## src/rtl/metronome_tone_beat_detector.sv

```systemverilog
// Listens to the metronome speaker square wave, classifies each tone as C# or accented G#,
// and counts beats 1..8 for a common 7-segment digit.
module metronome_tone_beat_detector #(
   parameter int unsigned C_SHARP_PERIOD = 97408,
   parameter int unsigned G_SHARP_PERIOD = 65014,
   parameter int unsigned TOL            = 2048,
   parameter int unsigned CONFIRM        = 2,
   parameter int unsigned SILENCE_CYCLES = 200000
) (
   input  logic        clk,
   input  logic        rst,
   input  logic        audio_in,
   output logic        tone_valid,
   output logic        tone_is_accent,
   output logic        beat_pulse,
   output logic [3:0]  beat_num,
   output logic [17:0] period_out,
   output logic        err_unknown,
   output logic        a,
   output logic        b,
   output logic        c,
   output logic        d,
   output logic        e,
   output logic        f,
   output logic        g
);
   localparam int unsigned MW = (CONFIRM < 2) ? 1 : $clog2(CONFIRM + 1);
   localparam logic [MW-1:0] CONF_M = MW'(CONFIRM);
   localparam logic [17:0] SIL = 18'(SILENCE_CYCLES);
   localparam logic [18:0] C_LO = 19'((C_SHARP_PERIOD > TOL) ? C_SHARP_PERIOD - TOL : 0);
   localparam logic [18:0] C_HI = 19'(C_SHARP_PERIOD + TOL);
   localparam logic [18:0] G_LO = 19'((G_SHARP_PERIOD > TOL) ? G_SHARP_PERIOD - TOL : 0);
   localparam logic [18:0] G_HI = 19'(G_SHARP_PERIOD + TOL);

   typedef enum logic [1:0] {ST_IDLE = 2'd0, ST_ACQUIRE = 2'd1, ST_TONE = 2'd2} state_t;

   state_t        state_q, state_d;
   logic [2:0]    in_q, in_d;
   logic [17:0]   cnt_q, cnt_d;
   logic [17:0]   period_q, period_d;
   logic [MW-1:0] match_q, match_d, match_inc;
   logic          cls_q, cls_d;
   logic          tone_valid_q, tone_valid_d;
   logic          accent_q, accent_d;
   logic          pulse_q, pulse_d;
   logic          err_q, err_d;
   logic [3:0]    beat_q, beat_d, beat_next;
   logic [6:0]    seg_q, seg_d;
   logic          edge_w, timeout_w, is_c, is_g, known_w, cls_now;
   logic [18:0]   period_w;

   // in_q[0..1] is the synchronizer, in_q[2] the delayed copy used for edge detection.
   always_comb begin
      in_d      = {in_q[1:0], audio_in};
      edge_w    = in_q[1] & ~in_q[2];
      timeout_w = (cnt_q == SIL);
      period_w  = {1'b0, cnt_q} + 19'd1;
      is_c      = (period_w >= C_LO) && (period_w <= C_HI);
      is_g      = (period_w >= G_LO) && (period_w <= G_HI);
      known_w   = is_c | is_g;
      cls_now   = ~is_c & is_g;
      match_inc = (cls_now == cls_q) ? match_q + MW'(1) : MW'(1);
      if (cls_now) begin
         beat_next = (beat_q >= 4'd4 && beat_q <= 4'd7) ? 4'd8 : 4'd4;
      end else begin
         beat_next = (beat_q == 4'd0 || beat_q == 4'd8) ? 4'd1 : beat_q + 4'd1;
      end
   end

   always_comb begin
      state_d      = state_q;
      cnt_d        = timeout_w ? cnt_q : cnt_q + 18'd1;
      period_d     = period_q;
      match_d      = match_q;
      cls_d        = cls_q;
      tone_valid_d = tone_valid_q;
      accent_d     = accent_q;
      pulse_d      = 1'b0;
      err_d        = 1'b0;
      beat_d       = beat_q;
      if (edge_w) begin
         cnt_d    = 18'd0;
         period_d = period_w[17:0];
         // A timeout coinciding with an edge restarts acquisition from that edge.
         if (state_q == ST_IDLE || timeout_w) begin
            state_d      = ST_ACQUIRE;
            match_d      = '0;
            tone_valid_d = 1'b0;
         end else begin
            err_d = ~known_w;
            if (state_q == ST_ACQUIRE) begin
               if (!known_w) begin
                  match_d = '0;
               end else begin
                  match_d = match_inc;
                  cls_d   = cls_now;
                  if (match_inc == CONF_M) begin
                     state_d      = ST_TONE;
                     tone_valid_d = 1'b1;
                     accent_d     = cls_now;
                     pulse_d      = 1'b1;
                     beat_d       = beat_next;
                  end
               end
            end
         end
      end else if (timeout_w) begin
         state_d      = ST_IDLE;
         tone_valid_d = 1'b0;
      end
   end

   always_comb begin
      case (beat_q)
         4'd0:    seg_d = 7'b1111110;
         4'd1:    seg_d = 7'b0110000;
         4'd2:    seg_d = 7'b1101101;
         4'd3:    seg_d = 7'b1111001;
         4'd4:    seg_d = 7'b0110011;
         4'd5:    seg_d = 7'b1011011;
         4'd6:    seg_d = 7'b1011111;
         4'd7:    seg_d = 7'b1110000;
         4'd8:    seg_d = 7'b1111111;
         default: seg_d = 7'b0000000;
      endcase
   end

   always_ff @(posedge clk or posedge rst) begin
      if (rst) begin
         state_q      <= ST_IDLE;
         in_q         <= 3'b000;
         cnt_q        <= 18'd0;
         period_q     <= 18'd0;
         match_q      <= '0;
         cls_q        <= 1'b0;
         tone_valid_q <= 1'b0;
         accent_q     <= 1'b0;
         pulse_q      <= 1'b0;
         err_q        <= 1'b0;
         beat_q       <= 4'd0;
         seg_q        <= 7'b1111110;
      end else begin
         state_q      <= state_d;
         in_q         <= in_d;
         cnt_q        <= cnt_d;
         period_q     <= period_d;
         match_q      <= match_d;
         cls_q        <= cls_d;
         tone_valid_q <= tone_valid_d;
         accent_q     <= accent_d;
         pulse_q      <= pulse_d;
         err_q        <= err_d;
         beat_q       <= beat_d;
         seg_q        <= seg_d;
      end
   end

   assign tone_valid     = tone_valid_q;
   assign tone_is_accent = accent_q;
   assign beat_pulse     = pulse_q;
   assign beat_num       = beat_q;
   assign period_out     = period_q;
   assign err_unknown    = err_q;
   assign {a, b, c, d, e, f, g} = seg_q;
endmodule
```

## config.mk

```make
export PLATFORM = sky130hd
export DESIGN_NAME = metronome_tone_beat_detector
export DESIGN_NICKNAME = d
export VERILOG_FILES = /design/src/rtl/metronome_tone_beat_detector.sv
export SDC_FILE = /design/constraint.sdc
export NUM_CORES = 1
export LEC_CHECK = 0
export CAP_MARGIN = 30
export CORE_MARGIN = 2
export CORE_UTILIZATION = 35
export DETAILED_ROUTE_END_ITERATION = 8
export PLACE_DENSITY = 0.63
export RECOVER_POWER = 25
export SLEW_MARGIN = 0
export SYNTH_ARGS = -nofsm -noshare
export SYNTH_HDL_FRONTEND = slang
export SYNTH_SLANG_ARGS = --single-unit
export TNS_END_PERCENT = 100
```

## constraint.sdc

```tcl
create_clock -name clk -period 4.3 [get_ports clk]
set_clock_uncertainty 0.15 [all_clocks]
set_input_delay 0.645 -clock clk [delete_from_list [all_inputs] [get_ports clk]]
set_output_delay 0.645 -clock clk [all_outputs]
set_load 0.05 [all_outputs]
```

==> results.py, run 1 <==
metrics = {
    "sta": {
        "timing.hold.ws_ns": 0.203,
        "layout_min_cycle_time_ns": 3.71,
        "worst_pin_slew_ns": 1.42,
        "setup_viol": 0,
        "hold_violations": 0,
        "slew_headroom_pct": 5.16,
        "report.final.slew_viol_count": 0,
        "final.setup.tns_ns": 0,
        "rsz0062_at_grt": "false",
        "max_freq_mhz": 269,
        "period_share_pct": 86.4,
    },
    "worst_hold_path": {
        "hold_class": "reg2reg",
        "hold_depth": 0,
        "worstHoldStart": "in_q[0]$_DFF_PP0_",
        "whs_endpoint": "in_q[1]$_DFF_PP0_",
    },
    "floorplanning": {
        "die_area_sq_um": 10400,
        "die_h_microns": 102,
        "start_util_pct": 36.3,
        "rows": 35,
        "die_w_microns": 102,
        "io_pins": 36,
        "core_sq_um": 9280,
    },
    "yosys": {
        "yosysSeqAreaShare_pct": 43.3,
        "synth_top_area_share_pct": 38.6,
        "netlist_area_sq_um": 3370,
        "synth_edf_count": 0,
        "yosys.cell_count.top_type": "dfrtp_1",
        "synth_seq_cells": 58,
        "syn_area_per_cell_sq_um": 9.55,
        "ys_types": 68,
        "synthFlopType": "dfrtp_1",
        "synthTopCellsByArea": "dfrtp_1 (39%), dfstp_2 (4.7%), o21ai_0 (4.3%), nand2_1 (4.0%), ha_1 (3.7%)",
        "yosysTopAreaCell": "dfrtp_1",
        "ys_warn_count": 0,
        "synth_commonest_cells": "dfrtp_1 (52), nand2_1 (36), nor2_1 (33)",
        "syn_inst": 353,
        "syn_nets": 366,
        "synthArstFlopShare_pct": 100,
    },
    "worst_setup_path": {
        "path_class": "reg2reg",
        "reg2reg_to": "tone_is_accent$_DFFE_PP0P_",
        "critPathMaxFanout": 11,
        "worst_setup_path_end_kind": "flip-flop",
        "r2r_cells": 9,
        "cp_data_arrival_time_ns": 3.79,
        "r2r_start": "cnt_q[1]$_DFFE_PP0P_",
        "rrSetupSlack_ns": 0.59,
        "cp-start-kind": "flip-flop",
        "required_ns": 4.37,
    },
    "flow_run": {
        "cap_viol_max_count": 0,
    },
    "place": {
        "gp_congestion": 0.894,
        "dp.final_hpwl_mm": 5.24,
        "placement.io_buffers": 35,
        "placed_cell_area_sq_um": 3790,
    },
    "route": {
        "vias": 2669,
        "drt_first_pass_iters": 4,
        "wl_per_cell_microns": 15.0,
        "drt-initial-drc-count": 97,
        "drt-vias-per-instance": 5.21,
        "drcViolationCount": 0,
        "routed_wl_mm": 7.67,
        "postRouteAntennaNets": 0,
    },
    "clocking": {
        "cts.clk_slew.worst_paths_ns": 0.07,
        "postCtsHoldBufs": 0,
        "clkLatencyLatePin_ns": 0.34,
        "cts_setup_buffers": 0,
        "cts_inserted_buffers": 9,
        "clockBufferDepth": 2,
        "cts_tree": "yes",
        "cts.sinks": 58,
        "root_buffer": "clkbuf_8",
        "cts_resized": 0,
        "cts_max_level": 3,
    },
    "grt": {
        "grt_max_degree": 45,
        "grtUsageTotal_pct": 15.5,
        "grt_antenna_before_repair": 0,
        "grt_pass1_vias": 2557,
        "grt_pass1_wl_mm": 12.5,
        "gr-total-overflow": 0,
    },
    "status": {
        "outcome": "finished, final reports clean",
    },
    "finish": {
        "syn_to_final_growth_pct": 18.4,
        "final_area_sq_um": 3990,
        "fin_nets": 392,
        "fillers": 913,
        "utilization_pct": 43.0,
        "diodes": 0,
        "drive_gt1_share_pct": 10.7,
    },
    "pwr": {
        "max-vdd-ir-drop_uv": 199,
        "power.leakage_nw": 1.68,
        "power_density_nw_per_um2": 345,
    },
}
[worst max-delay path, stage by stage (launching register included)]
cell,delay (ns)
dfrtp_1,0.55
ha_1,0.45
nand4_2,0.25
nor3_1,0.47
a21boi_0,0.22
o21ai_0,0.43
o2111ai_4,0.24
nor3_4,0.32
o21a_4,0.21
mux2_1,0.32
[worst max-delay path by stage]
stage	cells after the start	startpoint	slack (ns)	end
2_1_floorplan	10	cnt_q[0]$_DFFE_PP0P_	1.21	beat_num[0]$_DFFE_PP0P_
3_3_place_gp	9	cnt_q[0]$_DFFE_PP0P_	0.75	beat_num[0]$_DFFE_PP0P_
3_5_place_dp	9	cnt_q[0]$_DFFE_PP0P_	0.63	beat_num[0]$_DFFE_PP0P_
4_1_cts	9	cnt_q[1]$_DFFE_PP0P_	0.62	beat_num[0]$_DFFE_PP0P_
5_1_grt	9	cnt_q[0]$_DFFE_PP0P_	0.29	beat_num[0]$_DFFE_PP0P_
6_report	9	cnt_q[1]$_DFFE_PP0P_	0.59	tone_is_accent$_DFFE_PP0P_
[flip-flops by register name, indices dropped and copies added, names as in the netlist]
register	flops
beat_num	4
err_unknown	1
match_q	2
cnt_q	18
tone_is_accent	1
cls_q	1
beat_pulse	1
state_q	2
seg_q	7
in_q	3
period_out	18
[final cells by class]
class	count	area, sq um	area share (%)
flip-flops and latches	58	1460	36.6
multi-input cells	259	1750	43.8
clock buffers	12	135	3.39
well taps	129	161	4.04
clock inverters	3	65.1	1.63
inverters	11	41.3	1.03
repair buffers	40	380	9.53
[metal layers]
layer | GRT usage, % | vias up | routed length, microns
met5 | 0 | - | 0
met4 | 6.56 | 0 | 100
met3 | 2.67 | 8 | 289
met2 | 24.0 | 63 | 3510
met1 | 21.4 | 1279 | 3760
li1 | - | 1319 | -
[power breakdown]
group	total (mW)	internal [mW]	switching, mW	leakage, nW
sequential	0.629	0.575	0.0533	0.767
clock	0.533	0.323	0.210	0.100
combinational	0.215	0.0763	0.138	0.813
[kinds of logic after synthesis]
family                   count (synthesis)  synth area share (%)
AND/OR/NAND/NOR                        141                  23.0
AO/OA/AOI/OAI                           84                  18.6
flip-flops                              58                  43.3
buffers and inverters                   36                  4.86
XOR/XNOR                                17                  4.42
adder cells (fa/ha/maj)                 10                  3.71
multiplexers                             7                  2.19
[cell usage in the layout, fill, tap and decap left out, drive strengths merged, types with 5 or more instances in the layout]
cell type	netlist	layout
nor4	5	5
dfrtp	52	52
xnor2	11	11
nand2	36	36
o21ai	29	29
dfstp	6	6
nand3	16	16
nor2	34	34
inv	11	11
clkbuf	14	14
and3	5	5
xor2	6	6
clkdlybuf4s50	0	33
nor3	6	6
nand4	10	10
a21oi	10	10
ha	10	10
[metrics by stage]
stage	std cells	setup WS, ns	total power, mW
2_1_floorplan	353	1.21	0.800
3_3_place_gp	496	0.751	0.852
3_5_place_dp	496	0.627	0.854
4_1_cts	511	0.619	1.39
5_1_grt	512	0.295	1.43
6_report	512	0.586	1.38
(Power assumes the default switching activity.)
==> run 2, diff against run 1 <==
--- a/config.mk
+++ b/config.mk
@@ -5,9 +5,9 @@
 export SDC_FILE = /design/constraint.sdc
 export NUM_CORES = 1
 export LEC_CHECK = 0
-export CAP_MARGIN = 30
 export CORE_MARGIN = 2
 export CORE_UTILIZATION = 35
+export CTS_CLUSTER_DIAMETER = 80
 export DETAILED_ROUTE_END_ITERATION = 8
 export PLACE_DENSITY = 0.63
 export RECOVER_POWER = 25
==> run 2 against run 1 <==
  * The flow now finishes with violations (max-capacitance violations, max-slew violations)
  * Clock power about the same
  * Register-to-register slack about the same
  * Critical path depth unchanged
  * Die area unchanged
  * Combinational power about the same
  * Routed wire length decreased by 0.99%
  * Critical path type unchanged
  * Critical endpoint is now beat_num[0]$_DFFE_PP0P_
==> results.py, run 2 (same netlist as run 1, synthesis figures left out) <==
metrics = {
    "status": {
        "outcome": "complete, but fails checks",
        "violations": "max-capacitance violations, max-slew violations",
    },
    "place": {
        "pre_cts_ws_ns": 0.627,
        "dp.final_hpwl_mm": 5.24,
        "gp_congestion": 0.894,
        "placement.io_buffers": 35,
        "placed_cells": 496,
    },
    "route": {
        "wl_met2_mm": 3.48,
        "wl_per_cell_microns": 14.9,
        "vias": 2691,
        "drt-initial-drc-count": 103,
        "drt-vias-per-instance": 5.27,
        "drt-met1-wl_mm": 3.66,
        "drcViolationCount": 0,
        "postRouteAntennaNets": 0,
        "top_layer": "met4",
        "drt_first_pass_iters": 4,
        "wl_met3_microns": 300,
        "routed_wl_mm": 7.59,
    },
    "flow_run": {
        "cap_viol_max_count": 1,
    },
    "floorplanning": {
        "die_area_sq_um": 10400,
        "rows": 35,
        "start_util_pct": 36.3,
        "die_w_microns": 102,
        "die_h_microns": 102,
        "io_pins": 36,
        "core_sq_um": 9280,
    },
    "finish": {
        "final_common_cell": "dfrtp_1",
        "fin_nets": 391,
        "syn_to_final_growth_pct": 18.3,
        "instances_no_fill": 511,
        "fillers": 912,
        "diodes": 0,
        "final_cell_mix": "dfrtp_1 (52), nand2_1 (36), nor2_1 (33), clkdlybuf4s50_1 (33), o21ai_0 (29)",
        "drive_gt1_share_pct": 10.7,
        "seqCellArea_sq_um": 1460,
        "multi_input_area_sq_um": 1750,
    },
    "clocking": {
        "clockBufferDepth": 2,
        "cts_inserted_buffers": 9,
        "postCtsHoldBufs": 0,
        "cts.sinks": 58,
        "cts_max_level": 3,
        "cts.clk_slew.worst_paths_ns": 0.07,
        "cts_tree": "yes",
        "clkLatencyLatePin_ns": 0.34,
        "cts_setup_buffers": 0,
        "cts_resized": 0,
        "root_buffer": "clkbuf_8",
    },
    "sta": {
        "layout_min_cycle_time_ns": 3.71,
        "max_freq_mhz": 270,
        "setup_viol": 0,
        "timing.hold.ws_ns": 0.202,
        "worst_pin_slew_ns": 1.71,
        "rsz0062_at_grt": "false",
        "timing.final.ws_setup_ns": 0.591,
        "hold_violations": 0,
        "period_share_pct": 86.3,
        "report.final.slew_viol_count": 45,
        "final.setup.tns_ns": 0,
        "slew_headroom_pct": -14.3,
    },
    "worst_setup_path": {
        "cpPeakStageDelay_ns": 0.54,
        "worst_setup_path_end_kind": "flip-flop",
        "slowest_stage": "dfrtp_1",
        "cp_data_arrival_time_ns": 3.78,
        "path_class": "reg2reg",
        "cp-start-kind": "flip-flop",
        "required_ns": 4.37,
        "critPathMaxFanout": 11,
        "crit_chain": "ha_1, nand4_2, nor3_1, a21boi_0, o21ai_0, o2111ai_4, nor3_4, o21a_4, mux2_1",
    },
    "pwr": {
        "p_total_mw": 1.37,
        "max-vdd-ir-drop_uv": 199,
        "power.leakage_nw": 1.68,
        "power_density_nw_per_um2": 345,
    },
    "worst_hold_path": {
        "hold_class": "reg2reg",
    },
    "grt": {
        "gr-total-overflow": 0,
        "grt_antenna_before_repair": 0,
        "grt_max_degree": 45,
        "grtUsageTotal_pct": 15.5,
        "grt_pass1_wl_mm": 12.5,
        "grt_pass1_vias": 2557,
    },
}
[run 2: final timing paths]
path                                              end  cells past startpoint  slack, ns                  from
setup / recovery              beat_num[0]$_DFFE_PP0P_                      9       0.59  cnt_q[1]$_DFFE_PP0P_
hold / removal                      in_q[1]$_DFF_PP0_                      0       0.20     in_q[0]$_DFF_PP0_
setup reg to reg              beat_num[0]$_DFFE_PP0P_                      9       0.59  cnt_q[1]$_DFFE_PP0P_
hold reg to reg                     in_q[1]$_DFF_PP0_                      0       0.20     in_q[0]$_DFF_PP0_
max in group asynchronous  period_out[10]$_DFFE_PP0P_                      3       1.84                   rst
min in group asynchronous      state_q[1]$_DFFE_PP0P_                      2       1.14                   rst
[run 2: final cells by class]
| type | count | area share (%) |
|---|---|---|
| flip-flops and latches | 58 | 36.6 |
| clock buffers | 12 | 3.39 |
| clock inverters | 3 | 1.63 |
| inverters | 11 | 1.04 |
| repair buffers | 39 | 9.44 |
| multi-input cells | 259 | 43.9 |
| well taps | 129 | 4.05 |
[run 2: power by group]
group | total (mW) | internal (mW) | leakage, nW | switching [mW]
combinational | 0.214 | 0.0761 | 0.812 | 0.138
sequential | 0.629 | 0.575 | 0.767 | 0.0536
clock | 0.531 | 0.323 | 0.100 | 0.208
[run 2: through the flow]
stage	cell area [sq um]	util, %
after floorplan	3370	-
after global placement	3790	40.8
after detailed placement	3790	40.8
after CTS	3990	43.0
after global routing	3990	43.0
final	3990	43.0
[run 2: per-layer routing]
metal | vias to the layer above | global-route usage, %
li1 | 1319 | -
met1 | 1292 | 21.4
met2 | 68 | 24.0
met3 | 12 | 2.67
met4 | 0 | 6.56
met5 | - | 0
[run 2: worst max-delay path, delay by kind of cell (launching register included)]
family / cells / cell delay (ns)
adders and majority gates: 1 / 0.45
and+or+nand+nor: 3 / 1.04
AOI/OAI and AO/OA: 4 / 1.09
DFF: 1 / 0.54
muxes: 1 / 0.32
==> run 3, diff against run 2 <==
--- a/config.mk
+++ b/config.mk
@@ -6,10 +6,10 @@
 export NUM_CORES = 1
 export LEC_CHECK = 0
 export CORE_MARGIN = 2
-export CORE_UTILIZATION = 35
+export CORE_UTILIZATION = 45
 export CTS_CLUSTER_DIAMETER = 80
 export DETAILED_ROUTE_END_ITERATION = 8
-export PLACE_DENSITY = 0.63
+export PLACE_DENSITY = 0.77
 export RECOVER_POWER = 25
 export SLEW_MARGIN = 0
 export SYNTH_ARGS = -nofsm -noshare
==> constraint.sdc (replaced) <==
create_clock -name clk -period 3 [get_ports clk]
set_clock_uncertainty 0.15 [all_clocks]
set_input_delay 0.6 -clock clk [delete_from_list [all_inputs] [get_ports clk]]
set_output_delay 0.6 -clock clk [all_outputs]
set_load 0.05 [all_outputs]
==> run 3 against run 2 <==
  * The flow now finishes without violations
  * Via count up 7.3%
  * Count of clock-buffer cells in the layout up 1
  * Setup slack worse by 0.52 ns
  * Flip-flop and latch count unchanged
  * First-iteration DRC count up 83%
==> results.py, run 3 (same netlist as run 1, synthesis figures left out) <==
metrics = {
    "place": {
        "gp_congestion": 0.899,
        "placed_cell_area_sq_um": 4070,
        "placement.io_buffers": 35,
        "dp.final_hpwl_mm": 6.00,
        "pre_cts_ws_ns": -0.0426,
    },
    "grt": {
        "grt_pass1_vias": 2874,
        "grt_use_met1_pct": 28.3,
        "met3_usage_pct": 3.59,
        "gr-total-overflow": 0,
        "grt_pass1_wl_mm": 13.9,
        "busiest_layer": "met2",
        "grtUsageTotal_pct": 21.2,
        "grt_max_degree": 38,
        "grt_antenna_before_repair": 0,
        "met2_usage_pct": 34.1,
    },
    "finish": {
        "final_area_sq_um": 4390,
        "utilization_pct": 60.5,
        "syn_to_final_growth_pct": 30.2,
        "final_cell_mix": "dfrtp_1 (51), buf_4 (48), nand2_1 (36)",
        "fin_nets": 437,
        "drive_gt1_share_pct": 22.8,
        "final_common_cell": "dfrtp_1",
        "diodes": 0,
    },
    "sta": {
        "worst_pin_slew_ns": 1.22,
        "slew_headroom_pct": 18.9,
        "layout_min_cycle_time_ns": 2.93,
        "setup_viol": 0,
        "report.final.slew_viol_count": 0,
        "max_freq_mhz": 341,
        "hold_violations": 0,
        "period_share_pct": 97.8,
        "timing.final.ws_setup_ns": 0.0660,
    },
    "worst_setup_path": {
        "cp_data_arrival_time_ns": 3.01,
        "r2r_start": "cnt_q[0]$_DFFE_PP0P_",
        "required_ns": 3.08,
        "worst_setup_path_end_kind": "flip-flop",
        "crit_start": "cnt_q[0]$_DFFE_PP0P_",
        "path_class": "reg2reg",
        "critPathMaxFanout": 7,
        "cp-start-kind": "flip-flop",
    },
    "clocking": {
        "cts.clk_slew.worst_paths_ns": 0.06,
        "postCtsHoldBufs": 0,
        "clockBufferDepth": 2,
        "root_buffer": "clkbuf_8",
        "cts_inserted_buffers": 9,
        "clkLatencyLatePin_ns": 0.35,
        "cts.sinks": 58,
        "cts_max_level": 3,
        "cts_tree": "yes",
    },
    "floorplanning": {
        "die_h_microns": 90.6,
        "core_sq_um": 7250,
        "die_w_microns": 90.6,
        "die_area_sq_um": 8200,
        "io_pins": 36,
        "start_util_pct": 46.5,
        "rows": 31,
    },
    "flow_run": {
        "cap_viol_max_count": 0,
    },
    "worst_hold_path": {
        "hold_class": "reg2reg",
        "worstHoldStart": "in_q[0]$_DFF_PP0_",
    },
    "route": {
        "drt-initial-drc-count": 189,
        "routed_wl_mm": 8.20,
        "vias": 2887,
        "drt_first_pass_iters": 4,
        "drt-vias-per-instance": 5.47,
        "drcViolationCount": 0,
        "postRouteAntennaNets": 0,
        "wl_per_cell_microns": 15.5,
    },
    "pwr": {
        "power.leakage_nw": 1.94,
        "max-vdd-ir-drop_uv": 409,
        "p_total_mw": 2.07,
        "power_density_nw_per_um2": 472,
    },
    "status": {
        "outcome": "finished, final reports clean",
    },
}
[run 3: metrics by stage]
stage / hold WS [ns] / setup TNS, ns / cells
CTS: 0.205 / 0 / 521
global placement: 0.185 / 0 / 505
global route: 0.216 / -0.223 / 528
floorplan: 0.181 / -0.0305 / 353
finish: 0.200 / 0 / 528
detailed placement: 0.191 / -0.0971 / 505
[run 3: layer usage]
| layer | share of wire, % | vias to the layer above |
|---|---|---|
| met5 | 0 | - |
| met4 | 1.9 | 0 |
| met3 | 3.3 | 14 |
| met2 | 49 | 57 |
| met1 | 46 | 1402 |
| li1 | - | 1414 |
[run 3: path summary, 6_finish.rpt]
kind | to | cells after the start | slack, ns
max | beat_num[0]$_DFFE_PP0P_ | 9 | 0.07
min in group asynchronous | period_out[2]$_DFFE_PP0P_ | 2 | 0.72
min reg2reg | in_q[1]$_DFF_PP0_ | 0 | 0.20
max reg2reg | beat_num[0]$_DFFE_PP0P_ | 9 | 0.07
max in group asynchronous | cnt_q[11]$_DFFE_PP0P_ | 3 | 0.61
min | in_q[1]$_DFF_PP0_ | 0 | 0.20
[run 3: final cells by class]
type | count | area, sq um
fillers | 619 | 2860
multi-input cells | 259 | 1830
well taps | 99 | 124
flip-flops and latches | 58 | 1460
repair buffers | 85 | 727
clock buffers | 13 | 139
inverters | 11 | 41.3
clock inverters | 3 | 65.1
[run 3: critical path, stage by stage (launching register included)]
cell and delay (ns):
dfrtp_1 0.39, ha_2 0.23, nand4_4 0.15, or4_4 0.45, a21bo_2 0.24, o32ai_4 0.28
o2111ai_4 0.20, nor3_4 0.22, o21a_4 0.19, mux2_1 0.32
[run 3: power by group]
group / leakage [nW] / internal (mW) / total [mW] / switching [mW]
Combinational: 1.08 / 0.164 / 0.443 / 0.279
Sequential: 0.765 / 0.826 / 0.866 / 0.0400
Clock: 0.102 / 0.468 / 0.765 / 0.297
[run 3: what timing repair did]
item                       4_1_cts  5_1_grt
setup buffers                    0        7
setup endpoints to repair        4       11
pin swaps                        1        4
hold endpoints to repair         0        0
gates resized for setup          0       17
